==> src/rtl/pixel_unpacker.sv <==
// pixel_unpacker
// Receive side of the packed 24-bit RGB AXI-Stream video format: three 32-bit
// words carry four pixels as B,G,R byte triplets. Emits one pixel per
// handshake with x/y coordinates, checks tuser/tlast framing and
// resynchronises after framing errors.
// Optional feature: define PIXEL_UNPACKER_ERR_COUNT_EN to add a saturating
// 16-bit err_count output that counts every err_* pulse.
module pixel_unpacker #(
  parameter int X_SIZE = 640,
  parameter int Y_SIZE = 480,
  parameter int XY_W   = 11
) (
  input  logic            aclk,
  input  logic            reset,
  input  logic [31:0]     in_stream_tdata,
  input  logic [3:0]      in_stream_tkeep,
  input  logic            in_stream_tlast,
  input  logic            in_stream_tuser,
  input  logic            in_stream_tvalid,
  output logic            in_stream_tready,
  output logic [7:0]      pix_r,
  output logic [7:0]      pix_g,
  output logic [7:0]      pix_b,
  output logic [XY_W-1:0] pix_x,
  output logic [XY_W-1:0] pix_y,
  output logic            pix_sof,
  output logic            pix_eol,
  output logic            pix_valid,
  input  logic            pix_ready,
  output logic            err_short_line,
  output logic            err_long_line,
  output logic            err_early_sof
`ifdef PIXEL_UNPACKER_ERR_COUNT_EN
  ,
  output logic [15:0]     err_count
`endif
);

  typedef enum logic [1:0] {
    ST_SYNC  = 2'd0,
    ST_RUN   = 2'd1,
    ST_DRAIN = 2'd2
  } state_t;

  typedef struct packed {
    logic [7:0]      r;
    logic [7:0]      g;
    logic [7:0]      b;
    logic [XY_W-1:0] x;
    logic [XY_W-1:0] y;
    logic            sof;
    logic            eol;
  } pix_t;

  localparam int              PIX_W    = $bits(pix_t);
  localparam logic [PIX_W-1:0] PIX_ZERO = {PIX_W{1'b0}};
  localparam logic [XY_W-1:0] XY_ZERO  = {XY_W{1'b0}};
  localparam logic [XY_W-1:0] XY_ONE   = XY_W'(1);
  localparam logic [XY_W-1:0] XY_TWO   = XY_W'(2);
  localparam logic [XY_W-1:0] X_LAST   = XY_W'(X_SIZE - 1);
  localparam logic [XY_W-1:0] X_PRE    = XY_W'(X_SIZE - 2);
  localparam logic [XY_W-1:0] Y_LAST   = XY_W'(Y_SIZE - 1);

  // Builds an output pixel and derives its frame/line markers from the coordinate.
  function automatic pix_t make_pix(input logic [7:0] r, input logic [7:0] g,
                                    input logic [7:0] b, input logic [XY_W-1:0] x,
                                    input logic [XY_W-1:0] y);
    pix_t p;
    p.r   = r;
    p.g   = g;
    p.b   = b;
    p.x   = x;
    p.y   = y;
    p.sof = (x == XY_ZERO) && (y == XY_ZERO);
    p.eol = (x == X_LAST);
    return p;
  endfunction

  state_t          state_r, state_s;
  logic [1:0]      phase_r, phase_s;
  logic [15:0]     carry_r, carry_s;
  logic [XY_W-1:0] x_r, x_s, y_r, y_s;
  pix_t            out_r, pend_r;
  logic            out_valid_r, pend_valid_r;
  logic            err_short_r, err_long_r, err_sof_r;

  logic            out_free_s, tready_s, accept_s, at_origin_s;
  logic            early_sof_s, restart_s, process_s;
  logic [1:0]      eff_phase_s;
  logic [15:0]     eff_carry_s;
  logic [XY_W-1:0] eff_x_s, eff_y_s, y_inc_s;
  logic [7:0]      byte0_s, byte1_s, byte2_s, byte3_s;
  pix_t            pix_a_s, pix_b_s;
  logic            two_s, last_word_s, short_s, long_s;
  logic            tkeep_unused_s;

  // tkeep carries no information here: every byte of a word is a pixel byte.
  assign tkeep_unused_s = ^in_stream_tkeep;

  // Handshake, word decode, pixel assembly, framing checks and next-state selection.
  always_comb begin
    state_s     = state_r;
    phase_s     = phase_r;
    carry_s     = carry_r;
    x_s         = x_r;
    y_s         = y_r;
    pix_a_s     = PIX_ZERO;
    pix_b_s     = PIX_ZERO;
    two_s       = 1'b0;
    carry_s     = carry_r;

    byte0_s = in_stream_tdata[7:0];
    byte1_s = in_stream_tdata[15:8];
    byte2_s = in_stream_tdata[23:16];
    byte3_s = in_stream_tdata[31:24];

    out_free_s = !out_valid_r || pix_ready;
    // SYNC only stalls if a pixel of the previous frame is still held in the output.
    case (state_r)
      ST_SYNC:  tready_s = out_free_s && !pend_valid_r;
      ST_RUN:   tready_s = out_free_s && !pend_valid_r;
      ST_DRAIN: tready_s = 1'b1;
      default:  tready_s = 1'b0;
    endcase
    accept_s = in_stream_tvalid && tready_s;

    at_origin_s = (x_r == XY_ZERO) && (y_r == XY_ZERO) && (phase_r == 2'd0);
    early_sof_s = accept_s && (state_r == ST_RUN) && in_stream_tuser && !at_origin_s;
    restart_s   = early_sof_s || (accept_s && (state_r == ST_SYNC) && in_stream_tuser);
    process_s   = (accept_s && (state_r == ST_RUN)) || restart_s;

    // A start-of-frame word is always unpacked as phase 0 of pixel (0,0).
    if (restart_s) begin
      eff_phase_s = 2'd0;
      eff_carry_s = 16'h0000;
      eff_x_s     = XY_ZERO;
      eff_y_s     = XY_ZERO;
    end else begin
      eff_phase_s = phase_r;
      eff_carry_s = carry_r;
      eff_x_s     = x_r;
      eff_y_s     = y_r;
    end
    y_inc_s = (eff_y_s == Y_LAST) ? XY_ZERO : (eff_y_s + XY_ONE);

    case (eff_phase_s)
      2'd0: begin
        pix_a_s = make_pix(byte2_s, byte1_s, byte0_s, eff_x_s, eff_y_s);
        carry_s = {8'h00, byte3_s};
      end
      2'd1: begin
        pix_a_s = make_pix(byte1_s, byte0_s, eff_carry_s[7:0], eff_x_s, eff_y_s);
        carry_s = {byte3_s, byte2_s};
      end
      2'd2: begin
        pix_a_s = make_pix(byte0_s, eff_carry_s[15:8], eff_carry_s[7:0], eff_x_s, eff_y_s);
        pix_b_s = make_pix(byte3_s, byte2_s, byte1_s, eff_x_s + XY_ONE, eff_y_s);
        two_s   = 1'b1;
        carry_s = 16'h0000;
      end
      default: begin
        carry_s = 16'h0000;
      end
    endcase
    if (!process_s) begin
      carry_s = carry_r;
    end else begin
      carry_s = carry_s;
    end

    // The last word of a line is the phase-2 word that completes pixel X_SIZE-1.
    last_word_s = (eff_phase_s == 2'd2) && (eff_x_s == X_PRE);
    short_s     = process_s && in_stream_tlast && !last_word_s;
    long_s      = process_s && !in_stream_tlast && last_word_s;

    if (process_s) begin
      if (long_s) begin
        state_s = ST_DRAIN;
        phase_s = 2'd0;
        carry_s = 16'h0000;
        x_s     = XY_ZERO;
        y_s     = eff_y_s;
      end else if (in_stream_tlast || last_word_s) begin
        state_s = ST_RUN;
        phase_s = 2'd0;
        carry_s = 16'h0000;
        x_s     = XY_ZERO;
        y_s     = y_inc_s;
      end else begin
        state_s = ST_RUN;
        phase_s = two_s ? 2'd0 : (eff_phase_s + 2'd1);
        x_s     = eff_x_s + (two_s ? XY_TWO : XY_ONE);
        y_s     = eff_y_s;
      end
    end else if (accept_s && (state_r == ST_DRAIN) && in_stream_tlast) begin
      phase_s = 2'd0;
      carry_s = 16'h0000;
      x_s     = XY_ZERO;
      if (y_r == Y_LAST) begin
        y_s     = XY_ZERO;
        state_s = ST_SYNC;
      end else begin
        y_s     = y_r + XY_ONE;
        state_s = ST_RUN;
      end
    end else begin
      state_s = state_r;
    end
  end

  // Framing state, unpack phase, byte carry and next-pixel coordinate.
  always_ff @(posedge aclk) begin
    if (reset) begin
      state_r <= ST_SYNC;
      phase_r <= 2'd0;
      carry_r <= 16'h0000;
      x_r     <= XY_ZERO;
      y_r     <= XY_ZERO;
    end else begin
      state_r <= state_s;
      phase_r <= phase_s;
      carry_r <= carry_s;
      x_r     <= x_s;
      y_r     <= y_s;
    end
  end

  // Output pixel register with a one-deep pending slot for the second phase-2 pixel.
  always_ff @(posedge aclk) begin
    if (reset) begin
      out_r        <= PIX_ZERO;
      pend_r       <= PIX_ZERO;
      out_valid_r  <= 1'b0;
      pend_valid_r <= 1'b0;
      err_short_r  <= 1'b0;
      err_long_r   <= 1'b0;
      err_sof_r    <= 1'b0;
    end else begin
      if (process_s) begin
        out_r        <= pix_a_s;
        out_valid_r  <= 1'b1;
        pend_r       <= pix_b_s;
        pend_valid_r <= two_s;
      end else if (out_valid_r && pix_ready) begin
        if (pend_valid_r) begin
          out_r        <= pend_r;
          pend_valid_r <= 1'b0;
        end else begin
          out_valid_r <= 1'b0;
        end
      end
      err_short_r <= short_s;
      err_long_r  <= long_s;
      err_sof_r   <= early_sof_s;
    end
  end

  assign in_stream_tready = tready_s && !reset;
  assign pix_r            = out_r.r;
  assign pix_g            = out_r.g;
  assign pix_b            = out_r.b;
  assign pix_x            = out_r.x;
  assign pix_y            = out_r.y;
  assign pix_sof          = out_r.sof;
  assign pix_eol          = out_r.eol;
  assign pix_valid        = out_valid_r;
  assign err_short_line   = err_short_r;
  assign err_long_line    = err_long_r;
  assign err_early_sof    = err_sof_r;

`ifdef PIXEL_UNPACKER_ERR_COUNT_EN
  logic [15:0] err_cnt_r;
  logic [16:0] err_sum_s;

  // Adds this cycle's error events to the running count.
  always_comb begin
    err_sum_s = {1'b0, err_cnt_r} + {16'h0000, short_s} + {16'h0000, long_s}
              + {16'h0000, early_sof_s};
  end

  // Error counter saturating at all-ones; only reset clears it.
  always_ff @(posedge aclk) begin
    if (reset) begin
      err_cnt_r <= 16'h0000;
    end else if (err_sum_s[16]) begin
      err_cnt_r <= 16'hFFFF;
    end else begin
      err_cnt_r <= err_sum_s[15:0];
    end
  end

  assign err_count = err_cnt_r;
`else
  // No error counter in this build.
`endif

endmodule

==> config.mk <==
export PLATFORM = sky130hd
export DESIGN_NAME = pixel_unpacker
export DESIGN_NICKNAME = d
export VERILOG_FILES = /design/src/rtl/pixel_unpacker.sv
export SDC_FILE = /design/constraint.sdc
export NUM_CORES = 1
export LEC_CHECK = 0
export ABC_CLOCK_PERIOD_IN_PS = 4800
export CAP_MARGIN = 15
export CORE_MARGIN = 3
export CORE_UTILIZATION = 31
export DETAILED_ROUTE_END_ITERATION = 10
export GPL_ROUTABILITY_DRIVEN = 1
export SLEW_MARGIN = 20
export SYNTH_ARGS = -nofsm -noshare
export SYNTH_HDL_FRONTEND = slang
export SYNTH_SLANG_ARGS = --single-unit
==> constraint.sdc <==
create_clock -name aclk -period 4.8 [get_ports aclk]
set_input_delay 0.96 -clock aclk [delete_from_list [all_inputs] [get_ports aclk]]
set_output_delay 0.96 -clock aclk [all_outputs]
set_load 0.05 [all_outputs]
==> results.yml, run 1 <==
cts:
  cts_resized: 0
  cts-hold-fix-buffers: 0
  cts_tree: "yes"
  clock_latency_ns: 0.44
  ctsRootBufferMaster: "clkbuf_16"
  cts.sinks: 143
  post_cts_buffers: 0
  clkTransAtPathRegs_ns: 0.06
  cts.path.max_buffers: 2
  numCtsBuffers: 17
  h-tree-depth: 4
placed_design:
  placed_area_um2: 8855
  dpl.cell_count: 1341
  place.gp.congestion: 0.8986
  port_buffers: 90
  pre_cts_ws_ns: 0.8289
  dp_hpwl_mm: 16.88
route:
  drtPass1Iterations: 7
  vias_per_cell: 5.618
  drtIter0Drc: 698
  post-route-drc-count: 0
  wirelength_mm: 25.88
  wl_per_cell_um: 18.85
  vias: 7713
  ant_nets: 0
pwr:
  leakagePower_nw: 3.339
  ir_drop_mv: 0.2254
  fin_total_pwr_mw: 3.260
  power_density_nw_per_um2: 344.1
finish:
  final_core_util_pct: 38.96
  fin_cells: 1373
  area_delta_synth_final_pct: 23.20
  drive_above_1_share_pct: 7.054
  num_antenna_cells: 0
  stdcell_area_um2: 9474
  nNetsFinal: 1091
sta:
  post-route-period-util_pct: 80.00
  slew_viol_final: 0
  finalHoldViolCount: 0
  fin_crit_ns: 3.840
  setup_ws_ns: 0.9599
  timing.hold.ws_ns: 0.4593
  rsz0062_at_grt: "false"
  worst_slew_pin_slew_ns: 0.8728
  slew_headroom_pct: 41.45
  fmax_ghz: 0.2604
  setup_tns_ns: 0
  setup-violations-final: 0
  fin_skew_ns: 0.01203
synth:
  synth_edf_count: 0
  synthesis.nets: 1050
  synth-seq-area-share_pct: 37.23
  postSynthCellCount: 995
  netlist_area_um2: 7690
  synth_ff_type: "dfxtp_1"
  yosys.cell_types.count: 61
  ys_async_sr_fraction_pct: 0
  yosysTopAreaCellShare_pct: 37.23
  avgSynthCellArea_um2: 7.729
  ys_ff_latch: 143
  yosysWarnings: 0
  synth.top_cells.by_area: "dfxtp_1 37%, nor2_1 5.9%, o21ai_0 5.8%"
  yosys.area.top_type: "dfxtp_1"
die:
  ios: 95
  die_w_um: 163.5
  die_height_um: 163.5
  start_util_pct: 31.62
  core_area_um2: 24320
  die_area_um2: 26730
  rows: 57
worst_setup_path:
  crit_type: "in2out"
  cp-start-kind: "input port"
  worstPathRequired_ns: 3.84
  cp.arrival_ns: 2.88
  critPathMaxFanout: 5
  end_kind: "output pin"
worst_hold_path:
  hold_class: "reg2reg"
global_route:
  first_global_vias: 7387
  overflow: 0
  antenna_found_initial: 0
  track_usage_pct: 19.53
  grt_max_degree: 67
  grt_pass1_wl_mm: 41.64
run_status:
  outcome: "completed"
flow_run:
  maxCapViolCount: 0
==> critical path, stage by stage <==
cell,delay (ns)
clkdlybuf4s50_1,0.54
nand2b_1,0.23
nand2_1,0.10
a21oi_1,0.19
clkdlybuf4s50_1,0.86
==> sequential cells by signal, summed over array words and instances (netlist names), 2 cells and up <==
register,count
state_r,2
pix_r,8
pix_b,8
pix_y,11
x_r,11
pix_x,11
phase_r,2
carry_r,16
pend_r,48
y_r,11
pix_g,8
==> Yosys cell counts (7+ instances only) <==
cell type / instances
o2111ai_1: 19
dfxtp_1: 143
ha_1: 12
o211a_1: 7
buf_2: 9
nor3_1: 22
a22o_1: 12
xor2_1: 11
nor3b_1: 10
o2111a_1: 16
a21oi_1: 44
inv_1: 16
clkbuf_1: 83
nand3_1: 18
nor2_1: 120
o21ai_0: 89
nand4_1: 17
a211oi_1: 32
a31oi_1: 37
xnor2_1: 7
nand2_1: 112
nor2b_1: 37
a22oi_1: 43
==> final cells by class <==
type | count | area, um2
Clock buffer | 17 | 425.4
Clock inverter | 15 | 193.9
Fill cell | 2509 | 14850
Inverter | 17 | 63.81
Multi-Input combinational cell | 739 | 4403
Sequential cell | 143 | 2864
Tap cell | 324 | 405.4
Timing Repair Buffer | 118 | 1119
==> kinds of logic after synthesis <==
logic type / after synthesis / share of synthesized area, %
AO/OA/AOI/OAI: 335 / 29.82
buffers and inverters: 113 / 5.760
XOR/XNOR: 18 / 2.050
AND/OR/NAND/NOR: 372 / 22.80
adder cells (fa/ha/maj): 13 / 2.213
flip-flops: 143 / 37.23
multiplexers: 1 / 0.1302
==> report_power, final <==
part	switching [mW]	internal (mW)	total, mW
clock	0.592	0.836	1.43
combinational	0.373	0.190	0.562
sequential	0.0375	1.23	1.27
==> layer usage <==
metal  GRT usage [%]  wire, um
met4           7.190       622
met2           30.37     11840
met1           26.87     11960
met5               0         0
met3           3.753      1455
==> worst paths after layout <==
check / startpoint / end / slack [ns] / depth (start not counted)
setup / recovery: pix_ready / in_stream_tready / 0.96 / 5
hold / removal: pend_r[13]$_SDFFE_PP0N_ / pend_r[13]$_SDFFE_PP0N_ / 0.46 / 2
setup reg to reg: y_r[0]$_SDFFE_PP0P_ / y_r[5]$_SDFFE_PP0P_ / 1.12 / 14
hold reg to reg: pend_r[13]$_SDFFE_PP0N_ / pend_r[13]$_SDFFE_PP0N_ / 0.46 / 2
==> cell usage in the layout, fill, tap and decap left out, types with 16 or more instances in the layout <==
| master | Yosys | layout |
|---|---|---|
| a211oi_1 | 32 | 31 |
| a21oi_1 | 44 | 44 |
| a22oi_1 | 43 | 43 |
| a31oi_1 | 37 | 37 |
| buf_4 | 2 | 27 |
| clkbuf_16 | 0 | 17 |
| clkdlybuf4s50_1 | 0 | 89 |
| dfxtp_1 | 143 | 142 |
| inv_1 | 16 | 16 |
| nand2_1 | 112 | 111 |
| nand3_1 | 18 | 18 |
| nand4_1 | 17 | 17 |
| nor2_1 | 120 | 120 |
| nor2b_1 | 37 | 37 |
| nor3_1 | 22 | 22 |
| o2111a_1 | 16 | 16 |
| o2111ai_1 | 19 | 19 |
| o21ai_0 | 89 | 89 |
No activity file was read; power rests on OpenSTA's default activity.
==> inputs of run 2 (changes only) <==
ABC_CLOCK_PERIOD_IN_PS = 3200   (was 4800)
clock period = 3.2 ns   (was 4.8 ns; I/O delays follow)
==> results.yml, run 2 (same netlist as run 1, synthesis figures left out) <==
worst_hold_path:
  hold_depth: 2
  hold_class: "reg2reg"
  min_from: "pend_r[13]$_SDFFE_PP0N_"
  hold_path_end: "pend_r[13]$_SDFFE_PP0N_"
finish:
  fillers: 2431
  largest_register_ffs: 48
  num_antenna_cells: 0
  nNetsFinal: 1167
  final_core_util_pct: 41.67
  area_delta_synth_final_pct: 31.78
  top_register: "pend_r"
  layout_commonest_cell: "dfxtp_1"
  stdcell_area_um2: 10130
  layout_common_cells: "142 x dfxtp_1, 120 x nor2_1, 110 x nand2_1"
  drive_above_1_share_pct: 14.13
  top_regs: "pend_r: 48 flops, carry_r: 16 flops"
global_route:
  overflow: 0
  track_usage_pct: 19.69
  grt_pass1_wl_mm: 41.50
  first_global_vias: 7350
  grt_max_degree: 71
  antenna_found_initial: 0
route:
  wirelength_mm: 26.45
  drtPass1Iterations: 5
  ant_nets: 0
  drtIter0Drc: 605
  post-route-drc-count: 0
  vias: 7932
  wl_per_cell_um: 18.25
  vias_per_cell: 5.474
cts:
  ctsRootBufferMaster: "clkbuf_16"
  cts.path.max_buffers: 2
  numCtsBuffers: 17
  h-tree-depth: 4
  cts_tree: "yes"
  clock_latency_ns: 0.43
  cts-hold-fix-buffers: 0
  clkTransAtPathRegs_ns: 0.06
  cts.sinks: 143
sta:
  worst_slew_pin_slew_ns: 0.7394
  setup_ws_ns: 0.09496
  timing.hold.ws_ns: 0.4653
  fmax_ghz: 0.3221
  slew_headroom_pct: 50.18
  fin_skew_ns: 0.01080
  rsz0062_at_grt: "false"
  setup_tns_ns: 0
  fin_crit_ns: 3.105
  post-route-period-util_pct: 97.03
  setup-violations-final: 0
  slew_viol_final: 0
  finalHoldViolCount: 0
pwr:
  ir_drop_mv: 0.3454
  leakagePower_nw: 3.718
  power_density_nw_per_um2: 481.0
die:
  die_height_um: 163.5
  ios: 95
  die_w_um: 163.5
  die_area_um2: 26730
  rows: 57
  core_area_um2: 24320
  start_util_pct: 31.62
placed_design:
  placed_area_um2: 9497
  dp_hpwl_mm: 18.66
  pre_cts_ws_ns: -0.1820
  place.gp.congestion: 0.8989
  port_buffers: 90
flow_run:
  maxCapViolCount: 0
worst_setup_path:
  worstPathRequired_ns: 3.50
  r2r-end: "y_r[7]$_SDFFE_PP0P_"
  cp-start-kind: "register"
  reg2regPathDepth: 14
  end_kind: "register"
  reg2reg_slack_ns: 0.09
  critPathMaxFanout: 4
  cp.arrival_ns: 3.41
  crit_type: "reg2reg"
  r2r_start: "y_r[1]$_SDFFE_PP0P_"
run_status:
  outcome: "completed"
==> run 2: changes by cell type in the layout (fill, tap and decap cells not counted), sizes merged <==
cell / change
clkdlybuf4s50: -1
clkinvlp: +2
clkinv: +2
inv: -7
buf: +77
clkbuf: +3
==> run 2: worst max-delay path by stage <==
| stage | depth (start not counted) | from | endpoint | slack, ns |
|---|---|---|---|---|
| after floorplan | 17 | y_r[0]$_SDFFE_PP0P_ | y_r[5]$_SDFFE_PP0P_ | -0.16 |
| after global placement | 9 | in_stream_tuser | y_r[7]$_SDFFE_PP0P_ | -0.17 |
| after detailed placement | 9 | in_stream_tuser | y_r[7]$_SDFFE_PP0P_ | -0.18 |
| after CTS | 14 | y_r[0]$_SDFFE_PP0P_ | y_r[5]$_SDFFE_PP0P_ | 0.0004 |
| after global routing | 15 | y_r[1]$_SDFFE_PP0P_ | y_r[5]$_SDFFE_PP0P_ | 0.007 |
| final | 14 | y_r[1]$_SDFFE_PP0P_ | y_r[7]$_SDFFE_PP0P_ | 0.09 |
==> run 2: repair_timing <==
action	4_1_cts	5_1_grt
endpoints found under the setup margin	0	8
gates resized for setup	0	6
setup buffers	0	3
==> run 2: worst max-delay path, cell delays in order (launching register included) <==
cell and delay, ns:
dfxtp_1 0.31, inv_1 0.05, ha_2 0.16, or4b_4 0.46, or4_4 0.45, o21ai_4 0.21
buf_6 0.13, nand2_4 0.05, inv_4 0.06, ha_4 0.16, nand4_1 0.17, a2bb2oi_2 0.22
and3_1 0.23, a221oi_2 0.23, nor4_1 0.09
==> run 2: metrics by stage <==
step	cells	total power, mW
after floorplan	995	2.476
after global placement	1414	2.828
after detailed placement	1414	2.834
after CTS	1446	4.897
after global routing	1449	5.031
final	1449	4.874
==> run 2: metal layers <==
layer | global-route usage [%] | part of all wire [%] | vias up
met5 | 0 | 0 | -
met3 | 3.043 | 6.1 | 29
li1 | - | - | 3866
met1 | 27.53 | 46 | 3770
met4 | 6.574 | 2.1 | 0
met2 | 31.00 | 46 | 267
==> run 2: final cells by class <==
type	count	area [um2]	share of cell area [%]
tap	324	405.4	4.000
inverter	17	66.31	0.6544
timing repair buffer	194	1740	17.17
clock inverter	12	161.4	1.593
sequential	143	2864	28.26
multi-input combinational	739	4459	44.01
clock buffer	20	436.7	4.309
==> run 2: power by group <==
group	switching, mW	total (mW)	internal, mW
Clock	0.835	2.07	1.24
Combinational	0.587	0.911	0.323
Sequential	0.0444	1.89	1.85
Total	1.47	4.87	3.41
